File: config.mk
export PLATFORM = sky130hd
export DESIGN_NAME = mlp_layer_sequencer_flat
export DESIGN_NICKNAME = d
export VERILOG_FILES = /design/src/rtl/mlp_layer_sequencer_if.sv /design/src/rtl/mlp_layer_sequencer.sv /design/src/flat_wrapper.sv
export SDC_FILE = /design/constraint.sdc
export NUM_CORES = 1
export LEC_CHECK = 0
export ABC_AREA = 1
export BUFFER_PORTS_ARGS = -buffer_cell sky130_fd_sc_hd__buf_2
export CAP_MARGIN = 40
export CORE_ASPECT_RATIO = 0.75
export CORE_MARGIN = 4
export CORE_UTILIZATION = 55
export DETAILED_ROUTE_END_ITERATION = 6
export PLACE_DENSITY_LB_ADDON = 0.12
export SLEW_MARGIN = 5
export SYNTH_ARGS = -nofsm -noshare
export SYNTH_HDL_FRONTEND = slang
export SYNTH_SLANG_ARGS = --single-unit
File: constraint.sdc
create_clock -name clk -period 3.5 [get_ports clk]
set_input_delay 0 -clock clk [delete_from_list [all_inputs] [get_ports clk]]
set_output_delay 0 -clock clk [all_outputs]
set_load 0.02 [all_outputs]
File: src/rtl/mlp_layer_sequencer_if.sv
// Control/config and stage-1 output bundle of the MLP layer sequencer.
interface mlp_layer_sequencer_if #(
    parameter int unsigned NADDR_W = 12,
    parameter int unsigned WADDR_W = 16
);
    logic               run;
    logic               start;
    logic [NADDR_W-1:0] num_inputs;
    logic [NADDR_W-1:0] num_outputs;
    logic [NADDR_W-1:0] in_base;
    logic [NADDR_W-1:0] out_base;
    logic [WADDR_W-1:0] weight_base;

    logic               done_1;
    logic [NADDR_W-1:0] neuron_addr_1;
    logic [WADDR_W-1:0] weight_addr_1;
    logic               reset_mult_acc_1;
    logic [NADDR_W-1:0] out_neuron_addr_1;
    logic               write_neuron_1;

    // Controller side: issues requests and config, observes stage-1 outputs
    modport master (
        output run, start, num_inputs, num_outputs, in_base, out_base, weight_base,
        input  done_1, neuron_addr_1, weight_addr_1, reset_mult_acc_1,
               out_neuron_addr_1, write_neuron_1
    );

    // Sequencer side
    modport slave (
        input  run, start, num_inputs, num_outputs, in_base, out_base, weight_base,
        output done_1, neuron_addr_1, weight_addr_1, reset_mult_acc_1,
               out_neuron_addr_1, write_neuron_1
    );
endinterface

File: src/rtl/mlp_layer_sequencer.sv
// Stage-1 address/control generator for one fully connected MLP layer.
// Outputs are registered and reflect the state entered on the last edge,
// so the first MAC beat is visible the cycle after start is sampled.
module mlp_layer_sequencer #(
    parameter int unsigned NADDR_W = 12,
    parameter int unsigned WADDR_W = 16
) (
    input  logic                 clk,
    input  logic                 rst_n,
    mlp_layer_sequencer_if.slave bus
);
    localparam logic [1:0] ST_IDLE  = 2'd0;
    localparam logic [1:0] ST_MAC   = 2'd1;
    localparam logic [1:0] ST_WRITE = 2'd2;
    localparam logic [1:0] ST_DONE  = 2'd3;

    logic [1:0]         state_q, state_d;
    logic [NADDR_W-1:0] i_q, i_d;
    logic [NADDR_W-1:0] j_q, j_d;
    logic [NADDR_W-1:0] ni_q, ni_d;
    logic [NADDR_W-1:0] no_q, no_d;
    logic [NADDR_W-1:0] in_base_q, in_base_d;
    logic [NADDR_W-1:0] out_base_q, out_base_d;
    logic               done_q, done_d;
    logic [NADDR_W-1:0] naddr_q, naddr_d;
    logic [WADDR_W-1:0] waddr_q, waddr_d;
    logic               rma_q, rma_d;
    logic [NADDR_W-1:0] oaddr_q, oaddr_d;
    logic               wr_q, wr_d;

    // Next state, counters and next registered outputs; weight_addr doubles as the weight counter
    always_comb begin
        state_d    = state_q;
        i_d        = i_q;
        j_d        = j_q;
        ni_d       = ni_q;
        no_d       = no_q;
        in_base_d  = in_base_q;
        out_base_d = out_base_q;
        done_d     = done_q;
        naddr_d    = naddr_q;
        waddr_d    = waddr_q;
        oaddr_d    = oaddr_q;
        rma_d      = 1'b0;
        wr_d       = 1'b0;

        if (!bus.run) begin
            state_d = ST_IDLE;
            i_d     = '0;
            j_d     = '0;
            done_d  = 1'b0;
            naddr_d = '0;
            waddr_d = '0;
            oaddr_d = '0;
        end else begin
            case (state_q)
                ST_IDLE, ST_DONE: begin
                    if (bus.start) begin
                        ni_d       = bus.num_inputs;
                        no_d       = bus.num_outputs;
                        in_base_d  = bus.in_base;
                        out_base_d = bus.out_base;
                        i_d        = '0;
                        j_d        = '0;
                        if ((bus.num_inputs == '0) || (bus.num_outputs == '0)) begin
                            state_d = ST_DONE;
                            done_d  = 1'b1;
                        end else begin
                            state_d = ST_MAC;
                            done_d  = 1'b0;
                            naddr_d = bus.in_base;
                            waddr_d = bus.weight_base;
                            rma_d   = 1'b1;
                        end
                    end
                end
                ST_MAC: begin
                    if (i_q == NADDR_W'(ni_q - NADDR_W'(1))) begin
                        state_d = ST_WRITE;
                        wr_d    = 1'b1;
                        oaddr_d = NADDR_W'(out_base_q + j_q);
                    end else begin
                        i_d     = NADDR_W'(i_q + NADDR_W'(1));
                        naddr_d = NADDR_W'(in_base_q + i_q + NADDR_W'(1));
                        waddr_d = WADDR_W'(waddr_q + WADDR_W'(1));
                    end
                end
                ST_WRITE: begin
                    if (j_q == NADDR_W'(no_q - NADDR_W'(1))) begin
                        state_d = ST_DONE;
                        done_d  = 1'b1;
                    end else begin
                        state_d = ST_MAC;
                        j_d     = NADDR_W'(j_q + NADDR_W'(1));
                        i_d     = '0;
                        naddr_d = in_base_q;
                        waddr_d = WADDR_W'(waddr_q + WADDR_W'(1));
                        rma_d   = 1'b1;
                    end
                end
                default: state_d = ST_IDLE;
            endcase
        end
    end

    // State, counters, latched config and output registers
    always_ff @(posedge clk or negedge rst_n) begin
        if (!rst_n) begin
            state_q    <= ST_IDLE;
            i_q        <= '0;
            j_q        <= '0;
            ni_q       <= '0;
            no_q       <= '0;
            in_base_q  <= '0;
            out_base_q <= '0;
            done_q     <= 1'b0;
            naddr_q    <= '0;
            waddr_q    <= '0;
            rma_q      <= 1'b0;
            oaddr_q    <= '0;
            wr_q       <= 1'b0;
        end else begin
            state_q    <= state_d;
            i_q        <= i_d;
            j_q        <= j_d;
            ni_q       <= ni_d;
            no_q       <= no_d;
            in_base_q  <= in_base_d;
            out_base_q <= out_base_d;
            done_q     <= done_d;
            naddr_q    <= naddr_d;
            waddr_q    <= waddr_d;
            rma_q      <= rma_d;
            oaddr_q    <= oaddr_d;
            wr_q       <= wr_d;
        end
    end

    assign bus.done_1            = done_q;
    assign bus.neuron_addr_1     = naddr_q;
    assign bus.weight_addr_1     = waddr_q;
    assign bus.reset_mult_acc_1  = rma_q;
    assign bus.out_neuron_addr_1 = oaddr_q;
    assign bus.write_neuron_1    = wr_q;
endmodule

File: src/flat_wrapper.sv
// flat-port wrapper written by rule: the top's interface ports become plain ports
module mlp_layer_sequencer_flat 
#(
    parameter int unsigned NADDR_W = 12,
    parameter int unsigned WADDR_W = 16
)
  (clk, rst_n, bus_run, bus_start, bus_num_inputs, bus_num_outputs, bus_in_base, bus_out_base, bus_weight_base, bus_done_1, bus_neuron_addr_1, bus_weight_addr_1, bus_reset_mult_acc_1, bus_out_neuron_addr_1, bus_write_neuron_1);
  mlp_layer_sequencer_if #(.NADDR_W(NADDR_W), .WADDR_W(WADDR_W)) bus_i ();
  input  logic clk;
  input  logic rst_n;
  input wire logic [$bits(bus_i.run)-1:0] bus_run;
  input wire logic [$bits(bus_i.start)-1:0] bus_start;
  input wire logic [$bits(bus_i.num_inputs)-1:0] bus_num_inputs;
  input wire logic [$bits(bus_i.num_outputs)-1:0] bus_num_outputs;
  input wire logic [$bits(bus_i.in_base)-1:0] bus_in_base;
  input wire logic [$bits(bus_i.out_base)-1:0] bus_out_base;
  input wire logic [$bits(bus_i.weight_base)-1:0] bus_weight_base;
  output wire logic [$bits(bus_i.done_1)-1:0] bus_done_1;
  output wire logic [$bits(bus_i.neuron_addr_1)-1:0] bus_neuron_addr_1;
  output wire logic [$bits(bus_i.weight_addr_1)-1:0] bus_weight_addr_1;
  output wire logic [$bits(bus_i.reset_mult_acc_1)-1:0] bus_reset_mult_acc_1;
  output wire logic [$bits(bus_i.out_neuron_addr_1)-1:0] bus_out_neuron_addr_1;
  output wire logic [$bits(bus_i.write_neuron_1)-1:0] bus_write_neuron_1;
  assign bus_i.run = bus_run;
  assign bus_i.start = bus_start;
  assign bus_i.num_inputs = bus_num_inputs;
  assign bus_i.num_outputs = bus_num_outputs;
  assign bus_i.in_base = bus_in_base;
  assign bus_i.out_base = bus_out_base;
  assign bus_i.weight_base = bus_weight_base;
  assign bus_done_1 = bus_i.done_1;
  assign bus_neuron_addr_1 = bus_i.neuron_addr_1;
  assign bus_weight_addr_1 = bus_i.weight_addr_1;
  assign bus_reset_mult_acc_1 = bus_i.reset_mult_acc_1;
  assign bus_out_neuron_addr_1 = bus_i.out_neuron_addr_1;
  assign bus_write_neuron_1 = bus_i.write_neuron_1;
  mlp_layer_sequencer #(.NADDR_W(NADDR_W), .WADDR_W(WADDR_W)) u_core (.clk(clk), .rst_n(rst_n), .bus(bus_i));
endmodule
==> results of run 1 <==
cell usage after synthesis, drive strengths merged:
cell type  number
a21boi          2
xnor3           1
dfrtp         117
nand3          94
o22ai           5
ha             29
a32o            2
xnor2           7
nor3           30
nor2          108
nand4          16
fa              2
clkinv          1
o21a            1
inv           122
nand3b          5
o21bai          3
clkbuf         14
xor2           27
nor3b           1
or2             5
mux2           23
a21oi          47
nor4           15
buf            16
a22o            1
o21ai          76
nand2         350
a31oi           1
path summary, 6_finish.rpt:
kind | start | to | slack [ps] | cells past startpoint
setup reg to reg | u_core.ni_q[0] | u_core.bus.weight_addr_1[9] | 1060 | 16
hold reg to reg | u_core.bus.neuron_addr_1[3] | u_core.bus.neuron_addr_1[3] | 470 | 2
hold / removal | rst_n | u_core.no_q[7] | 160 | 2
max in group asynchronous | rst_n | u_core.i_q[0] | 2540 | 3
setup / recovery | u_core.ni_q[0] | u_core.bus.weight_addr_1[9] | 1060 | 16
min in group clk | bus_out_base[0] | u_core.out_base_q[0] | 340 | 3
stage by stage:
stage / power [mW] / area (um2) / setup slack [ps] / hold slack [ps]
after CTS: 6.74 / 10100 / 1070 / 186
after floorplan: 4.17 / 8120 / 1500 / -296
after global placement: 4.86 / 8830 / 1130 / 82.0
final: 6.75 / 10100 / 1060 / 161
after global routing: 7.27 / 10100 / 781 / 221
after detailed placement: 4.92 / 8830 / 1090 / 82.0
area by class of cell:
type                       instances  area share
clock buffer                      21      0.0456
clock inverter                    11      0.0126
inverter                         123      0.0457
multi-input combinational        851       0.451
sequential                       117       0.290
tap                              200      0.0248
timing repair buffer             184       0.130
state kept, by name (all words and copies together) (netlist names):
name,count
u_core.bus.neuron_addr_1,12
u_core.no_q,12
u_core.j_q,12
u_core.out_base_q,12
u_core.bus.weight_addr_1,16
u_core.i_q,12
u_core.bus.done_1,1
u_core.bus.reset_mult_acc_1,1
u_core.bus.write_neuron_1,1
u_core.in_base_q,12
u_core.bus.out_neuron_addr_1,12
u_core.ni_q,12
u_core.state_q,2
critical path, delay by kind of cell (launching register included):
kind	cells	cell delay, ps
AND/OR/NAND/NOR	13	1400
flip-flops	1	370
buffers and inverters	2	330
adder cells (fa/ha/maj)	1	200
timing repair:
action                     4_1_cts  5_1_grt
setup endpoints to repair        0        0
hold endpoints to repair       131        0
hold buffers                    67        0
routing by layer:
layer  routed length [um]  global-route usage  part of all wire  vias up
met3                 1570              0.0528             0.069       34
li1                     -                   -                 -     4004
met5                    0                   0                 0        -
met2                 9610               0.403              0.42      308
met4                  383              0.0818             0.017        0
met1                11200               0.420              0.49     3707
power groups by stage:
| stage | clock, mW | combinational, mW | sequential (mW) |
|---|---|---|---|
| finish | 1.73 | 2.81 | 2.22 |
| global route | 1.82 | 3.18 | 2.27 |
| CTS | 1.75 | 2.79 | 2.20 |
| detailed placement | 0 | 2.71 | 2.21 |
| global placement | 0 | 2.65 | 2.21 |
| floorplan | 0 | 1.89 | 2.29 |
logic make-up after synthesis:
group | after synthesis
and+or+nand+nor | 624
buffers and inverters | 153
AOI/OAI and AO/OA | 138
DFF | 117
xor gates and xnor gates | 35
adders and majority gates | 31
muxes | 23
==> metrics list, run 1 <==
- Static leakage: 5.05 nW
- For the pin with the worst max-slew slack, the measured transition is 706 ps.
* Timing-limited maximum frequency: between 400 and 500 MHz
* Main area contributors after synthesis: sky130_fd_sc_hd__dfrtp_1 (36%), sky130_fd_sc_hd__nand2_1 (16%), sky130_fd_sc_hd__inv_1 (5.2%)
- Endpoint class of the critical path: flop
- Filler cell count: 1199
* Later-pin clock latency in the skew report: 420 ps
- The floorplan has 38 rows.
- Die width: about 150 um
- Worst rel slew slack: 0.529
- Avg Inst Size Synth: 7.24 um2
- Of the total synthesized cell area, the portion taken by full adders, half adders and majority gates is 0.0496.
* Setup crit start kind: flop
- Adding up every negative setup slack in the final design gives 0 ps.
- Post-Syn Nets: 1220
- Of the total synthesized cell area, the portion taken by AND, OR, NAND and NOR gates is 0.344.
* Sequential fraction of the synthesis area: 0.361
- Along the worst path, the maximum fanout reaches 51.
- Number of global-route vias before repair: 7579
* First-pass GRT wire length: 37.6 mm
- Of the total power, the clock network draws 0.256.
- The H-tree was split into 4 levels.
- Outcome: finished with violations
* Minimum clock period: 2440 ps
- Total I/O pin count: ~110
- Maximum capacitance violations: 0
- At the end of the flow the core is filled with cells to 0.698.
* Placed Cells incl. Taps: 1408
- Dividing the detail-routed via count by the number of cells gives about 5.3.
- Synthesis produced 1121 cells.
* Number of buffers added on ports: 110
- Detailed placement finished with a half-perimeter wire length of roughly 16 mm.
- Violations in the final reports: DRC
- Setup violators final: 0
- The min-delay analysis places its worst path in the category input port to async pin.
* Combinational share of power: 0.416
* FF/Latch Area: 2930 um2
* Internal power summed over all cells: 3.91 mW
* Post-synthesis compound-gate area fraction: 0.0951
* Sw frac: 0.421
- Mux contribution to synthesized area: 0.0319
- After clock tree synthesis, the repair step resized 0 gates.
- Dividing the final minimum period by the clock period gives 0.698.
* Residual DRC: 3
* Maximum buffer depth of the clock tree: 2
* CTS tree: built
* Post-CTS setup-driven buffer insertion count: 0
- sky130_fd_sc_hd__dfrtp_1 takes more of the synthesized area than any other cell.
* Most common library cell in the layout ignoring fill and taps: sky130_fd_sc_hd__nand2_1
- VDD IR max: 0.441 mV
- 0 antenna diodes ended up in the layout.
* Number of search-and-repair iterations in the first detailed-routing pass: 7
- Vertical die dimension: 113 um
* Clk slew on worst S/H paths: 50 ps
* Clock Skew: 5.69 ps
- Power spread over the standard cell area amounts to 669 nW/um2.
* Max stage delay on crit path: between 300 and 400 ps
- In this design, the critical path's most frequently occurring cell is sky130_fd_sc_hd__nand2_1.
- Cts bufs inserted: 17
* Data required time at the worst endpoint: 3800 ps
* Final-stage net count: ~1400
* Number of sinks driven by the clock tree: 117
* RSZ-0062 raised after global routing: false
* Detailed-route via count: 8053
- The number of slew-limit violations in the final report came to 0.
- Area share of the largest cell type after synthesis: 0.361
* Crit path arrival time: roughly 2700 ps
* Multi-input logic area: 4550 um2
- Power dissipated by switching net loads: 2.84 mW
* Dominant combinational cell family by area after synthesis: simple AND/OR/NAND/NOR gates
- Antenna Nets Post-Route: 0
- Critical-path top delay cell: sky130_fd_sc_hd__dfrtp_1
- The cell area that synthesis handed to floorplanning was 8120 um2.
* Highest-count cells in the layout ignoring fill and taps: sky130_fd_sc_hd__nand2_1 (335), sky130_fd_sc_hd__dfrtp_1 (117), sky130_fd_sc_hd__inv_1 (113)
- The tree is rooted in a sky130_fd_sc_hd__clkbuf_16.
- For this run, the number of Yosys warnings is 0.
* Wire length after detailed routing: about 23 mm
* Number of non-filler instances in the completed layout: 1507
- The critical path in this run is classified as flop to flop.
- Initial cell density of the core: 0.562
* Number of violations reported at the end of detailed-routing iteration 0: 797
- The total count of hold-check failures in the final report is 0.
- Number of storage elements in the synthesis netlist: 117
- At the end of routability-driven placement, the weighted congestion stood at 0.945.
- Synthesis instantiated 44 different standard cells from the library.
- Post-synthesis xor/xnor area fraction: 0.0394
- Gr ovfl total: 0
* GRT Util Overall: 0.277
- Relative to the synthesized area, the layout overhead comes to 24.3%.
- In the final layout, the share of cells above drive strength 1 is 0.180.
- The share of total power dissipated in sequential elements is 0.328.
- WL per Instance: 15.1 um
- Initial antenna violation count: 0
- Walking the worst path, the cells encountered are inv_1 -> ha_1 -> nand2_1 -> nor2_2 -> nand2_1 -> nand2_1 -> nand2_1 -> nor2_1 -> nand3_1 -> nor2_4 -> nand2_4 -> nor2_8 -> nor2_4 -> buf_12 -> nand3_1 -> nand2_1.
* Pin count of the biggest net entering global routing: between 60 and 70
- The core region is about 14000 um2.
* DIE AREA: roughly 17000 um2
(Power assumes the default switching activity.)
==> run 2: changes to the inputs <==
CORE_UTILIZATION = 53   (was 55)
clock period = 2 ns   (was 3.5 ns; I/O delays follow)
==> metrics list, run 2 (same netlist as run 1, synthesis figures left out) <==
* Outcome: finished with violations (unchanged)
- Violations in the final reports: setup timing (was DRC).
- Kind of cell adding the most delay to the critical path: simple AND/OR/NAND/NOR gates (unchanged)
- Pins Over Slew Limit: 0 (unchanged)
* Data required time at the worst endpoint: 2320 ps (was 3800 ps)
* Dominant cell type by count on the critical path: sky130_fd_sc_hd__nand2_2 (was sky130_fd_sc_hd__nand2_1)
- The layout net count is 1493 (was 1393).
- The number of setup violations in the final report was 64 (was 0).
* Number of buffers added on ports: 110 (unchanged)
* Syn-to-layout area delta: 39.1% (was 24.3%)
* Met1 Usage GRT: 0.423 (was 0.420)
* Flip-flop count of the largest register after layout: 16 (unchanged)
- Endpoint class of the critical path: flop (unchanged)
- The count of buffer and inverter cells on the critical path came to 4 (was 2).
- First-pass GRT wire length: 40.6 mm (was 37.6 mm)
- Worst-path cell chain: inv_2 -> ha_4 -> inv_2 -> nand2_2 -> nand2_2 -> nor2_2 -> nand2_1 -> nor2_1 -> nand3_1 -> nor2_2 -> nand4_2 -> nand2_2 -> nor2_4 -> buf_6 -> clkbuf_16 -> nand2_4 -> o21ai_2 (was inv_1 -> ha_1 -> nand2_1 -> nor2_2 -> nand2_1 -> nand2_1 -> nand2_1 -> nor2_1 -> nand3_1 -> nor2_4 -> nand2_4 -> nor2_8 -> nor2_4 -> buf_12 -> nand3_1 -> nand2_1)
- Max stage delay on crit path: 370 ps (about the same)
* GR Layer Usage met2: 0.455 (was 0.403)
- The fraction of final layout cells sized beyond drive strength 1 was 0.276 (was 0.180).
- The most frequent standard cell in the layout excluding fill and tap cells is sky130_fd_sc_hd__nand2_1 (unchanged).
* Startpoint-to-endpoint class of the critical path: flop to flop (unchanged)
- The headroom to the max-slew limit is 0.607 (was 0.529).
- Wire length after detailed routing: 25.8 mm (was 22.7 mm)
- The number of nets with antenna violations after routing was 0 (unchanged).
* Cts bufs inserted: 17 (unchanged)
* Worst setup slack after layout: -232 ps (was 1060 ps)
- Detailed-route via count: 8749 (was 8053)
- The post-route clock period utilization came to 1.12 (was 0.698).
- The upper clock frequency limit was 448 MHz (was 409 MHz).
- The width of the die is 151 um (was 148 um).
- PwrDens: 1190 nW/um2 (was 669 nW/um2)
- Buffer cell driving the clock tree root: sky130_fd_sc_hd__clkbuf_16 (unchanged)
- Critical-path top delay cell: sky130_fd_sc_hd__dfrtp_1 (unchanged)
- The max-capacitance violation count came to 0 (unchanged).
- The count of TritonRoute iterations in the first routing pass was 5 (was 7).
* RSZ-0062 raised after global routing: true (was false)
* Worst setup slack after placement: -192 ps (was 1090 ps)
* Static leakage: 5.67 nW (was 5.05 nW)
* Layout Cell Area excl Fill: 11300 um2 (was 10100 um2)
- Filler cell count: 1064 (was 1199)
- WL per Instance: 16.1 um (was 15.1 um)
- Vertical die dimension: 115 um (was 113 um)
- The number of antenna violations at the first check in global routing was 0 (unchanged).
- The number of sinks on the clock net is 117 (unchanged).
* Total I/O pin count: 111 (unchanged)
- The clock tree from TritonCTS is built (unchanged).
- The diode insertion count for antenna repair is 0 (unchanged).
- The largest fanout on the critical path came to 8 (was 51).
- The later-pin clock latency in the skew report came to 430 ps (was 420 ps).
- The number of remaining DRC errors is 0 (was 3).
- The transition time at the pin with the least slew margin came to 590 ps (was 706 ps).
- Minimum clock period: 2230 ps (was 2440 ps)
- Number of violations reported at the end of detailed-routing iteration 0: 901 (was 797)
- The kind of start point of the critical path was a flop (unchanged).
- The total count of hold-check failures in the final report came to 0 (unchanged).
- The worst-case clock skew came to 8.91 ps (was 5.69 ps).
- Number of placement rows: 38 (unchanged)
* Number of global-route vias before repair: 8238 (was 7579)
* Gr ovfl total: 0 (unchanged)
* Highest-count cells in the layout ignoring fill and taps: sky130_fd_sc_hd__nand2_1 (316), sky130_fd_sc_hd__dfrtp_1 (115), sky130_fd_sc_hd__buf_2 (109) (was sky130_fd_sc_hd__nand2_1 (335), sky130_fd_sc_hd__dfrtp_1 (117), sky130_fd_sc_hd__inv_1 (113))
- DIE AREA: 17400 um2 (was 16800 um2)
- The maximum number of buffers from clock root to sink was 2 (unchanged).
- Core area: 14700 um2 (was 14500 um2)
- The number of levels in the clock H-tree is 4 (unchanged).
- Pin count of the biggest net entering global routing: 49 (was 68)
- The path type of the worst min-delay path was input port to flop (was input port to async pin).
* Average via count per standard cell: 5.44 (was 5.34)
* Crit path arrival time: 2550 ps (was 2740 ps)
* Met3 routing resource usage after global routing: 0.0709 (was 0.0528)
* Initial cell density of the core: 0.551 (was 0.562)
- VDD IR max: 0.643 mV (was 0.441 mV)
* GRT Util Overall: 0.296 (was 0.277)
* Post-DP HPWL: 17.6 mm (was 15.9 mm)
- Instance area at placement: 9580 um2 (was 8830 um2)
- Routability-driven placement congestion ratio: 0.936 (was 0.945)
- Clk slew on worst S/H paths: 60 ps (was 50 ps)
- The busiest layer in global routing was met2 (was met1).
## run 2: cell types whose count changed in the layout (fill, tap and decap cells not counted), sizes merged
cell,previous run,this run
buf,117,216
clkbuf,21,22
clkinv,4,6
bufinv,2,4
clkinvlp,6,2
## run 2: power breakdown
part	switching [mW]	internal [mW]	leakage, nW
logic	3.62	2.61	3.88
registers	0.771	3.12	1.49
clock network	1.16	2.15	0.303
total	5.55	7.89	5.67
## run 2: layout make-up
class	count	area, um2	share of cell area
clock buffer	21	460	0.0408
clock inverter	11	175	0.0155
inverter	123	472	0.0418
multi-input combinational	851	4810	0.426
sequential	117	2930	0.259
tap	200	250	0.0222
timing repair buffer	284	2190	0.194
## run 2: through the flow
step | TNS (ps) | hold slack (ps) | cells | util | total power, mW
global route | -15700 | 59.8 | 1607 | 0.766 | 14.3
detailed placement | -10210 | 32.5 | 1500 | 0.650 | 9.34
finish | -8050 | 33.5 | 1607 | 0.766 | 13.4
floorplan | 0 | -296 | 1121 | - | 7.31
global placement | -5690 | 30.4 | 1500 | 0.650 | 9.23
CTS | -4130 | 16.3 | 1604 | 0.754 | 13.1
## run 2: final timing paths
path / from / cells after the start / slack, ps / to
max in group asynchronous: rst_n / 3 / 1150 / u_core.j_q[1]
worst max register to register: u_core.no_q[0] / 17 / -230 / u_core.i_q[5]
min in group asynchronous: rst_n / 2 / 110 / u_core.no_q[3]
worst min-delay path: bus_weight_base[8] / 5 / 30 / u_core.bus.weight_addr_1[8]
worst min register to register: u_core.bus.neuron_addr_1[5] / 2 / 470 / u_core.bus.neuron_addr_1[5]
worst max-delay path: u_core.no_q[0] / 17 / -230 / u_core.i_q[5]
## run 2: tightest hold or removal path, cell delays in order
cell and delay, ps:
sky130_fd_sc_hd__buf_2 80, sky130_fd_sc_hd__nand2_1 40, sky130_fd_sc_hd__o21ai_0 130, sky130_fd_sc_hd__nand3_2 90, sky130_fd_sc_hd__nand2_1 80
## run 2: layer usage
layer  share of wire  up-vias
li1                -     4198
met3           0.094       30
met1            0.45     4126
met4           0.011        0
met2            0.44      395
met5               0        -
## run 2: what timing repair did
| action | in CTS | in global routing |
|---|---|---|
| gates cloned | 1 | 1 |
| hold buffers | 67 | 0 |
| resized for setup | 45 | 49 |
| pin swaps | 7 | 28 |
| endpoints found under the setup margin | 68 | 69 |
| endpoints found under the hold margin | 116 | 0 |
| setup buffers | 4 | 6 |
==> run 3: changes to the inputs <==
CORE_UTILIZATION = 35   (was 53)
==> metrics list, run 3 (same netlist as run 1, synthesis figures left out) <==
- WL per Instance: 14.8 um (was 16.1 um)
- The number of filler cells placed in the layout was 2248 (was 1064).
* Number of placement rows: 47 (was 38)
* DIE AREA: 25700 um2 (was 17400 um2)
- The worst reg-to-reg setup slack was -190 ps (was -230 ps).
- The headroom to the max-slew limit was 0.692 (was 0.607).
* Setup crit start kind: flop (unchanged)
- The wire length of the first global-routing pass is 42.0 mm (was 40.6 mm).
- Path category of the worst min-delay check: input port to flop (unchanged)
- Slew of the pin with the lowest slew margin: 462 ps (was 590 ps)
- The number of slew-limit violations in the final report is 0 (unchanged).
- Highest-count cells in the layout ignoring fill and taps: sky130_fd_sc_hd__nand2_1 (313), sky130_fd_sc_hd__buf_4 (123), sky130_fd_sc_hd__dfrtp_1 (115) (was sky130_fd_sc_hd__nand2_1 (316), sky130_fd_sc_hd__dfrtp_1 (115), sky130_fd_sc_hd__buf_2 (109)).
* Die width: 184 um (was 151 um)
* Initial antenna violation count: 0 (unchanged)
- Later-pin clock latency in the skew report: 430 ps (about the same)
- Number of buffers added on ports: 110 (unchanged)
- Worst-path cell chain: inv_2 -> ha_4 -> inv_2 -> nand2_1 -> nand2_1 -> nor2_2 -> nand2_1 -> nor2_1 -> nand3_1 -> nor2_2 -> nand4_4 -> buf_6 -> nand4_4 -> clkbuf_16 -> nand2_1 -> nand2_1 (was inv_2 -> ha_4 -> inv_2 -> nand2_2 -> nand2_2 -> nor2_2 -> nand2_1 -> nor2_1 -> nand3_1 -> nor2_2 -> nand4_2 -> nand2_2 -> nor2_4 -> buf_6 -> clkbuf_16 -> nand2_4 -> o21ai_2)
- The count of buffer and inverter cells on the critical path is 4 (unchanged).
- Minimum clock period: 2190 ps (was 2230 ps)
- Flip-flop count of the largest register after layout: 16 (unchanged)
* Syn-to-layout area delta: 44.2% (was 39.1%)
- Layout Cell Area excl Fill: 11700 um2 (was 11300 um2)
- Initial cell density of the core: 0.361 (was 0.551)
- GRT Util Overall: 0.202 (was 0.296)
- The final worst slack was -194 ps (was -232 ps).
* Clock Skew: 9.95 ps (was 8.91 ps)
* Outcome: finished with violations (unchanged)
- The most used cell along the critical path is sky130_fd_sc_hd__nand2_1 (was sky130_fd_sc_hd__nand2_2).
- The total global routing overflow is 0 (unchanged).
* Beginning of the worst register-to-register path: u_core.no_q[0] (unchanged)
- The net switching power came to 5.46 mW (was 5.55 mW).
* Residual DRC: 0 (unchanged)
- The share of total power in sequential cells came to 0.281 (was 0.290).
- The classification of the worst setup path is flop to flop (unchanged).
- H-tree levels: 4 (unchanged)
- The number of nets with antenna violations after routing was 0 (unchanged).
* Setup violators final: 53 (was 64)
- The diode insertion count for antenna repair is 0 (unchanged).
* Cts bufs inserted: 17 (unchanged)
- Tcrit/Tclk final: 1.10 (was 1.12)
* Sw frac: 0.398 (was 0.413)
- The clock slew at the register clock pins of the worst setup and hold paths was 50 ps (was 60 ps).
- The total leakage power is 5.84 nW (was 5.67 nW).
- RSZ-0062 raised after global routing: true (unchanged)
- The via count is 8295 (was 8749).
- Power share of the clock group: 0.251 (was 0.247)
* Worst r2r path cells: 16 (was 17)
- The family with the most delay on the worst path was simple AND/OR/NAND/NOR gates (unchanged).
- VDD IR max: 0.793 mV (was 0.643 mV)
- Maximum capacitance violations: 0 (unchanged)
- Post-DP HPWL: 19.3 mm (was 17.6 mm)
- Crit path arrival time: 2560 ps (was 2550 ps)
- The clock tree from TritonCTS is built (unchanged).
- The upper clock frequency limit is 456 MHz (was 448 MHz).
* Pin count of the biggest net entering global routing: 47 (was 49)
- Internal power summed over all cells: 8.27 mW (was 7.89 mW)
- The most frequent standard cell in the layout excluding fill and tap cells is sky130_fd_sc_hd__nand2_1 (unchanged).
* Maximum buffer depth of the clock tree: 2 (unchanged)
* Maximum fanout count along the critical path: 7 (was 8)
- Vertical die dimension: 140 um (was 115 um)
- Instance area at placement: 10000 um2 (was 9580 um2)
- Critical path launch point: u_core.no_q[0] (unchanged)
- The number of DRC markers after the initial detailed-route iteration came to 539 (was 901).
- Wire length after detailed routing: 25.7 mm (was 25.8 mm)
* Data required time at the worst endpoint: 2360 ps (was 2320 ps)
* Critical-path top delay cell: sky130_fd_sc_hd__dfrtp_1 (unchanged)
* Final-stage net count: 1529 (was 1493)
* Combinational share of power: 0.468 (was 0.463)
- Fin. Hold Viols: 0 (unchanged)
* Worst hold margin: 17.2 ps (was 33.5 ps)
- The CTS root buffer is sky130_fd_sc_hd__clkbuf_16 (unchanged).
* Overall power of the completed layout: 13.7 mW (was 13.4 mW)
* Stages on worst setup path: 16 (was 17)
* Proportion of layout cells with a drive suffix above 1: 0.298 (was 0.276)
* Average via count per standard cell: 4.78 (was 5.44)
- Routability-driven placement congestion ratio: 0.888 (was 0.936)
- Number of global-route vias before repair: 8029 (was 8238)
* PwrDens: 1170 nW/um2 (was 1190 nW/um2)
* Number of search-and-repair iterations in the first detailed-routing pass: 5 (unchanged)
- Hold-critical path depth: 5 (unchanged)
- Violations in the final reports: setup timing (unchanged)
- The placement-stage worst setup slack came to -251 ps (was -192 ps).
- Worst reg2reg endpoint: u_core.bus.weight_addr_1[5] (was u_core.i_q[5])
* Core area: 22500 um2 (was 14700 um2)
- Max stage delay on crit path: 350 ps (was 370 ps)
* Number of sinks driven by the clock tree: 117 (unchanged)
- The critical path endpoint is u_core.bus.weight_addr_1[5] (was u_core.i_q[5]).
- The category of the worst setup path capture point is a flop (unchanged).
- The I/O pin count came to 111 (unchanged).
## run 3: changes by cell type in the layout (fill, tap and decap cells not counted), sizes merged
cell | before | now
clkinv | 6 | 3
clkbuf | 22 | 21
buf | 216 | 252
bufinv | 4 | 6
## run 3: per-stage QoR
step,cells,TNS [ps],utilization
global placement,1631,-10850,0.445
floorplan,1121,0,-
finish,1735,-7250,0.521
global route,1735,-19150,0.521
CTS,1732,-4260,0.512
detailed placement,1631,-12840,0.445
## run 3: what timing repair did
action                     CTS  global route
gates resized for setup     41            59
hold buffers                67             0
cloned                       0             1
setup endpoints to repair   69            69
pin swaps                    6            12
setup buffers                4             4
hold endpoints to repair   155             0
## run 3: routing by layer
metal,global-route usage,share of wire
met5,0,0
met4,0.0502,0.016
met3,0.0456,0.053
met2,0.275,0.40
met1,0.321,0.53
## run 3: worst register-to-register path, cell delays in order (launching register included)
cell and delay, ps:
sky130_fd_sc_hd__dfrtp_1 350, sky130_fd_sc_hd__inv_2 60, sky130_fd_sc_hd__ha_4 280, sky130_fd_sc_hd__inv_2 30, sky130_fd_sc_hd__nand2_1 50, sky130_fd_sc_hd__nand2_1 60
sky130_fd_sc_hd__nor2_2 140, sky130_fd_sc_hd__nand2_1 70, sky130_fd_sc_hd__nor2_1 80, sky130_fd_sc_hd__nand3_1 110, sky130_fd_sc_hd__nor2_2 170, sky130_fd_sc_hd__nand4_4 150
sky130_fd_sc_hd__buf_6 160, sky130_fd_sc_hd__nand4_4 130, sky130_fd_sc_hd__clkbuf_16 180, sky130_fd_sc_hd__nand2_1 50, sky130_fd_sc_hd__nand2_1 70
## run 3: layout make-up
| cell class | instances | area [um2] | area share |
|---|---|---|---|
| inverter | 123 | 472 | 0.0403 |
| clock buffer | 20 | 437 | 0.0373 |
| tap | 294 | 368 | 0.0314 |
| clock inverter | 10 | 205 | 0.0175 |
| sequential | 117 | 2930 | 0.250 |
| timing repair buffer | 320 | 2470 | 0.211 |
| multi-input combinational | 851 | 4820 | 0.412 |
## run 3: how the worst min path moves through the flow
stage | to | startpoint
6_report | u_core.bus.weight_addr_1[7] | bus_weight_base[7]
5_1_grt | u_core.bus.reset_mult_acc_1 | bus_start
4_1_cts | u_core.bus.weight_addr_1[7] | bus_weight_base[7]
3_5_place_dp | u_core.no_q[7] | rst_n
3_3_place_gp | u_core.no_q[7] | rst_n
2_1_floorplan | u_core.bus.done_1 | rst_n
## run 3: power by group through the flow
stage	registers, mW	logic, mW	clock network [mW]
6_report	3.87	6.42	3.44
5_1_grt	3.98	7.16	3.60
4_1_cts	3.82	6.22	3.49
3_5_place_dp	3.84	5.88	0
3_3_place_gp	3.85	5.86	0
2_1_floorplan	4.01	3.30	0
